--- src/rtl/cpu_control.sv ---
// cpu_control: main opcode decoder for the single-cycle core, plus a sticky halt-state flag.
// Latency: the decode outputs are combinational (zero cycles). halted is registered and is set one rising edge after a HLT opcode.
// Backpressure: none. Once halted, all state-changing controls are held at 0 until a synchronous reset.
//
// Ports:
//   clk, rst   system clock; synchronous active-high reset, which clears halted
//   control    opcode, instruction bits [15:12]
//   RegRead, MemRead, MemtoReg[1:0], MemWrite, ALUOp[2:0], ALUsrc,
//   RegWrite, PCSour[1:0], LH, HLT   datapath controls
//   halted     registered sticky halt state
module cpu_control (
  input  logic       clk,
  input  logic       rst,
  input  logic [3:0] control,
  output logic       RegRead,
  output logic       MemRead,
  output logic [1:0] MemtoReg,
  output logic       MemWrite,
  output logic [2:0] ALUOp,
  output logic       ALUsrc,
  output logic       RegWrite,
  output logic [1:0] PCSour,
  output logic       LH,
  output logic       HLT,
  output logic       halted
);

  localparam logic [3:0] OP_LW  = 4'b1000;
  localparam logic [3:0] OP_SW  = 4'b1001;
  localparam logic [3:0] OP_LLB = 4'b1010;
  localparam logic [3:0] OP_LHB = 4'b1011;
  localparam logic [3:0] OP_B   = 4'b1100;
  localparam logic [3:0] OP_BR  = 4'b1101;
  localparam logic [3:0] OP_PCS = 4'b1110;
  localparam logic [3:0] OP_HLT = 4'b1111;

  // Reset takes priority, so a HLT sampled together with rst is ignored.
  always_ff @(posedge clk) begin
    if (rst) begin
      halted <= 1'b0;
    end else if (control == OP_HLT) begin
      halted <= 1'b1;
    end
  end

  always_comb begin
    RegRead  = 1'b0;
    MemRead  = 1'b0;
    MemtoReg = 2'b00;
    MemWrite = 1'b0;
    ALUOp    = 3'b000;
    ALUsrc   = 1'b0;
    RegWrite = 1'b0;
    PCSour   = 2'b00;
    LH       = 1'b0;
    HLT      = 1'b0;

    if (halted) begin
      // Frozen: keep the PC on hold and signal halt, regardless of the opcode.
      HLT    = 1'b1;
      PCSour = 2'b01;
    end else if (control[3] == 1'b0) begin
      // ALU group: the ALU operation is the low three opcode bits.
      // The shift/rotate ops (01xx except PADDSB 0111) take an immediate operand.
      RegRead  = 1'b1;
      RegWrite = 1'b1;
      MemtoReg = 2'b10;
      ALUOp    = control[2:0];
      ALUsrc   = (control[2] == 1'b1) && (control[1:0] != 2'b11);
    end else begin
      case (control)
        OP_LW: begin
          RegRead  = 1'b1;
          MemRead  = 1'b1;
          ALUsrc   = 1'b1;
          RegWrite = 1'b1;
          MemtoReg = 2'b11;
        end
        OP_SW: begin
          RegRead  = 1'b1;
          MemWrite = 1'b1;
          ALUsrc   = 1'b1;
        end
        OP_LLB: begin
          RegWrite = 1'b1;
          MemtoReg = 2'b01;
        end
        OP_LHB: begin
          RegWrite = 1'b1;
          MemtoReg = 2'b01;
          LH       = 1'b1;
        end
        OP_B: begin
          PCSour = 2'b11;
        end
        OP_BR: begin
          RegRead = 1'b1;
          PCSour  = 2'b01;
        end
        OP_PCS: begin
          RegWrite = 1'b1;
        end
        default: begin
          // OP_HLT: the only opcode left in the 1xxx space.
          HLT    = 1'b1;
          PCSour = 2'b01;
        end
      endcase
    end
  end

endmodule

--- config.mk ---
export PLATFORM = sky130hd
export DESIGN_NAME = cpu_control
export DESIGN_NICKNAME = d
export VERILOG_FILES = /design/src/rtl/cpu_control.sv
export SDC_FILE = /design/constraint.sdc
export NUM_CORES = 1
export LEC_CHECK = 0
export ABC_AREA = 1
export BUFFER_PORTS_ARGS = -buffer_cell sky130_fd_sc_hd__clkbuf_2
export CORE_AREA = 3 3 40 42
export CTS_CLUSTER_DIAMETER = 200
export DETAILED_ROUTE_END_ITERATION = 7
export DIE_AREA = 0 0 43 45
export GPL_TIMING_DRIVEN = 1
export PLACE_DENSITY = 0.38
export SLEW_MARGIN = 40
export SYNTH_ARGS = -nofsm -noshare
export SYNTH_HDL_FRONTEND = slang
export SYNTH_SLANG_ARGS = --single-unit
--- constraint.sdc ---
create_clock -name clk -period 0.96 [get_ports clk]
set_clock_uncertainty 0.05 [all_clocks]
set_input_delay 0.192 -clock clk [delete_from_list [all_inputs] [get_ports clk]]
set_output_delay 0.192 -clock clk [all_outputs]
set_load 0.02 [all_outputs]
Yosys cells after proc, flatten, opt, wreduce, memory -nomap -nowiden
Index checks and enable logic that the tools add are counted.
{ "op_classes": {"n_addsub": 0, "mul": 0, "div_mod_pow": 0, "order_cmp": 0, "n_eq_ne": 9, "shift": 0, "n_mux": 29, "bitwise": 0, "n_reduce_logical": 7} }
{ "ops": {"columns": ["operator", "count"], "rows": [
  ["== test 4 bit (second input constant)", 8],
  ["two-way mux 1 bit", 21],
  ["two-way mux 2 bit", 4],
  ["one-hot mux 2 bit (2 select lines)", 2],
  ["OR reduction 7 bit", 1],
  ["two-way mux 3 bit", 2],
  ["OR reduction 5 bit", 1],
  ["OR reduction 2 bit", 2],
  ["OR reduction 4 bit", 1],
  ["OR reduction 3 bit", 1],
  ["!= test 2 bit (second input constant)", 1],
  ["logical AND 1 bit", 1]
]} }
{ "totals": {"reg_bits": 1, "latchBits": 0, "mem_bits_rw": 0, "rom_bits": 0, "output_inout_bits": 15, "memories": 0} }

Depth between registers and ports, before layout
{ "logic_depth": {"depth_word": 5, "depth_mapped": 6} }

Worst setup path after synthesis
Ideal clock, no wire load.
{ "synth_timing": {"path_type": "register to output", "from": "register halted", "to": "output PCSour[1]", "t_arrival_ps": 1135, "t_required_ps": 718, "setup_slack_ps": -417, "path_stages_with_launch": 2, "cell_sequence": "dfxtp_1 > nor4_1"} }
{ "synth_between": {"elab_chain_cells": 1} }
{ "synth_rtl": {"columns": ["element", "line", "rtl"], "rows": [
  ["start, declared", "25", "output logic halted"],
  ["start signal, assigned", "40", "halted <= 1'b0;"],
  ["start signal, assigned", "42", "halted <= 1'b1;"],
  ["two-way mux 2 bit", "58", "if (halted) begin"],
  ["end, declared", "22", "output logic [1:0] PCSour,"]
]} }
Every way passes these cells.

Worst setup path after layout
{ "layout_timing": {"from": "input control[3]", "to": "output RegRead"} }
{ "layout_between": {"elab_chain_cells": 5, "word_cells_on_any_way": 7} }
{ "layout_rtl": {"columns": ["element", "line", "rtl"], "rows": [
  ["start, declared", "14", "input logic [3:0] control,"],
  ["== test 4 bit", "71", "case (control)"],
  ["OR reduction 3 bit (no source line)", null, null],
  ["two-way mux 1 bit", "71", null],
  ["two-way mux 1 bit *", "62", "end else if (control[3] == 1'b0) begin"],
  ["two-way mux 1 bit *", "58", null],
  ["end, declared", "15", "output logic RegRead,"]
]} }
Mark *: on every way between the ends. The rest lies on a longest branch, timed or not.

==> flow_summary_export.csv <==
group,metric,value,unit
run_status,status,"finished with violations",
run_status,violations,"setup timing",
sta,whs,0.291,ns
pwr,p_leak,0.000343,µW
min_path,hp-class,"in -> reg",
sta,min_period,1.10,ns
yosys,syn_inst,41,
run,maxCapViolCount,0,
setup_path,critPathLaunchType,"input port",
grt,grt_pass1_wl,1.46,mm
yosys,synthesis.area,189,µm²
placed_design,post-dp-hpwl,643,µm
placed_design,place_area,512,µm²
clocking,clk_latency,0,ns
setup_path,critPathMaxFanout,4,
cells_and_area,top_register,"halted",
cells_and_area,drive_above_1_share,88.9,%
cells_and_area,biggestRegsByFlops,"halted x1",
sta,slew_headroom,84.7,%
yosys,ys_seq_elements,1,
floorplan,num_rows,13,
grt,antenna_found_initial,0,
setup_path,end_kind,"output pin",
yosys,ys.flop_type,"dfxtp_1",
sta,finalCritPeriodShare,114,%
placed_design,place_inst,87,
yosys,synthDistinctLibCells,9,
routing,routedWlPerCell,9.17,µm
cells_and_area,fin_nets,80,
cells_and_area,fillCellCount,132,
sta,max_freq,911,MHz
clocking,clk_pin_slew,0,ns
sta,tightest_slew,0.229,ns
placed_design,gp_congestion,0.660,
floorplan,fp.dieH,45,µm
yosys,synthTopCellsByCount,"nand2_1, nor2_1, inv_1",
grt,grt.total_usage,9.30,%
setup_path,cpPeakStageDelay,0.14,ns
sta,rsz0062_at_grt,"true",
cells_and_area,design_area,723,µm²
setup_path,crit_chain,"clkbuf_16, buf_4, nand3_2, nand2_2, a21oi_4, buf_8",
routing,antenna_left,0,
pwr,total_power,400,µW
cells_and_area,final_cells,87,
routing,num_vias,368,
sta,setup_slack,-0.138,ns
pwr,powerDensity,553,nW/µm²
routing,drc,0,
yosys,netlist_top_cells_area,"nand2_1, nor2_1, inv_1",
routing,drt_iter0_markers,1,
grt,overflow,0,
yosys,synth.largest_area_cell,"nand2_1",
setup_path,cp.arrival,0.86,ns
yosys,yosysSeqAreaShare,10.6,%
setup_path,crit_type,"in -> out",
floorplan,die_area,1940,µm²
cells_and_area,antenna_cells,0,
cells_and_area,largest_register_ffs,1,
routing,drt_pre_antenna_iters,2,
cells_and_area,synthToLayoutAreaGrowth,283,%
grt,grt_pass1_vias,330,
setup_path,slowest_stage,"clkbuf_16",
setup_path,critPathBufInv,3,
routing,post_drt_via_cell_ratio,4.23,
yosys,yosys.area.top_type_share,31.8,%
setup_path,r2r_slack,0.13,ns
floorplan,fp.dieW,43,µm
yosys,syn-num-nets,47,
floorplan,boundaryPins,21,
yosys,ys_warn_count,0,
yosys,yosysMostFrequentCell,"nand2_1",
clocking,cts-hold-fix-buffers,0,
sta,finalMaxSlewViolations,0,
clocking,post_cts_buffers,0,
sta,finalHoldViolCount,0,
yosys,synth.avg_cell_area,4.61,µm²
grt,grt_max_degree,8,
sta,final-setup-viol-count,14,
routing,totalWireLength,798,µm
cells_and_area,utilization,56.3,%
yosys,synth_edf_count,0,
floorplan,core,1280,µm²
pwr,irDropWorstVdd,0.350,mV
setup_path,critPathTopFamily,"buffers and inverters",
placed_design,port_buffers,20,
setup_path,cp.required,0.72,ns
floorplan,initial_core_util,14.7,%
yosys,async_flop_share,0,%
==> area by class of cell <==
type / count / area, µm² / share of cell area [%]
repair buffers: 31 / 347 / 47.9
multi-input cells: 33 / 295 / 40.8
inverters: 7 / 38.8 / 5.36
flip-flops and latches: 1 / 23.8 / 3.29
well taps: 15 / 18.8 / 2.60
==> cells in the final DEF (no fill, tap or decap) <==
| cell | count |
|---|---|
| a21oi_1 | 2 |
| nand3_4 | 1 |
| dfxtp_4 | 1 |
| nor4_4 | 1 |
| clkbuf_16 | 2 |
| buf_4 | 12 |
| nand2_2 | 9 |
| clkbuf_2 | 2 |
| buf_12 | 1 |
| buf_2 | 1 |
| nand3_2 | 2 |
| inv_2 | 4 |
| inv_8 | 1 |
| nor2_2 | 1 |
| nor2_1 | 1 |
| inv_1 | 1 |
| clkbuf_4 | 3 |
| nand2_4 | 3 |
| buf_8 | 9 |
| a21oi_4 | 2 |
| nor2_4 | 7 |
| clkbuf_8 | 1 |
| inv_6 | 1 |
| nand2_1 | 4 |
==> through the flow <==
| step | setup WS (ns) | TNS [ns] |
|---|---|---|
| after floorplan | -0.0217 | -0.116 |
| after global placement | -0.269 | -2.72 |
| after detailed placement | -0.250 | -2.63 |
| after CTS | -0.159 | -1.46 |
| after global routing | -0.192 | -1.69 |
| final | -0.138 | -1.15 |
==> layer usage <==
layer  track usage [%]  wire (µm)  vias to the layer above
li1                  -          -                      193
met1              12.9        326                      164
met4                 0          0                        0
met2              17.1        423                       11
met5                 0          0                        -
met3             0.398         47                        0
==> final timing paths <==
path	from	depth (start not counted)	to
worst max-delay path	control[3]	6	RegRead
worst min-delay path	rst	2	halted
worst max register to register	halted	3	halted
worst min register to register	halted	3	halted
==> cell families (layout without fill, tap and decap cells) <==
kind of cell	Yosys count	count (layout)	synth area share [%]
buffers and inverters	7	38	13.9
AO/OA/AOI/OAI	4	4	10.6
AND/OR/NAND/NOR	29	29	64.9
flip-flops	1	1	10.6
==> where the power goes <==
group | leakage, µW | total (µW) | switching [µW] | internal [µW]
Clock | 0 | 0 | 0 | 0
Sequential | 0.00000889 | 46.1 | 3.77 | 42.4
Combinational | 0.000334 | 354 | 176 | 178
==> what timing repair did <==
item	4_1_cts	5_1_grt
cloned	0	0
pin swaps	3	4
setup endpoints to repair	15	15
resized for setup	44	21
endpoints found under the hold margin	0	0
Note: power is estimated with default switching activity, not from simulation.
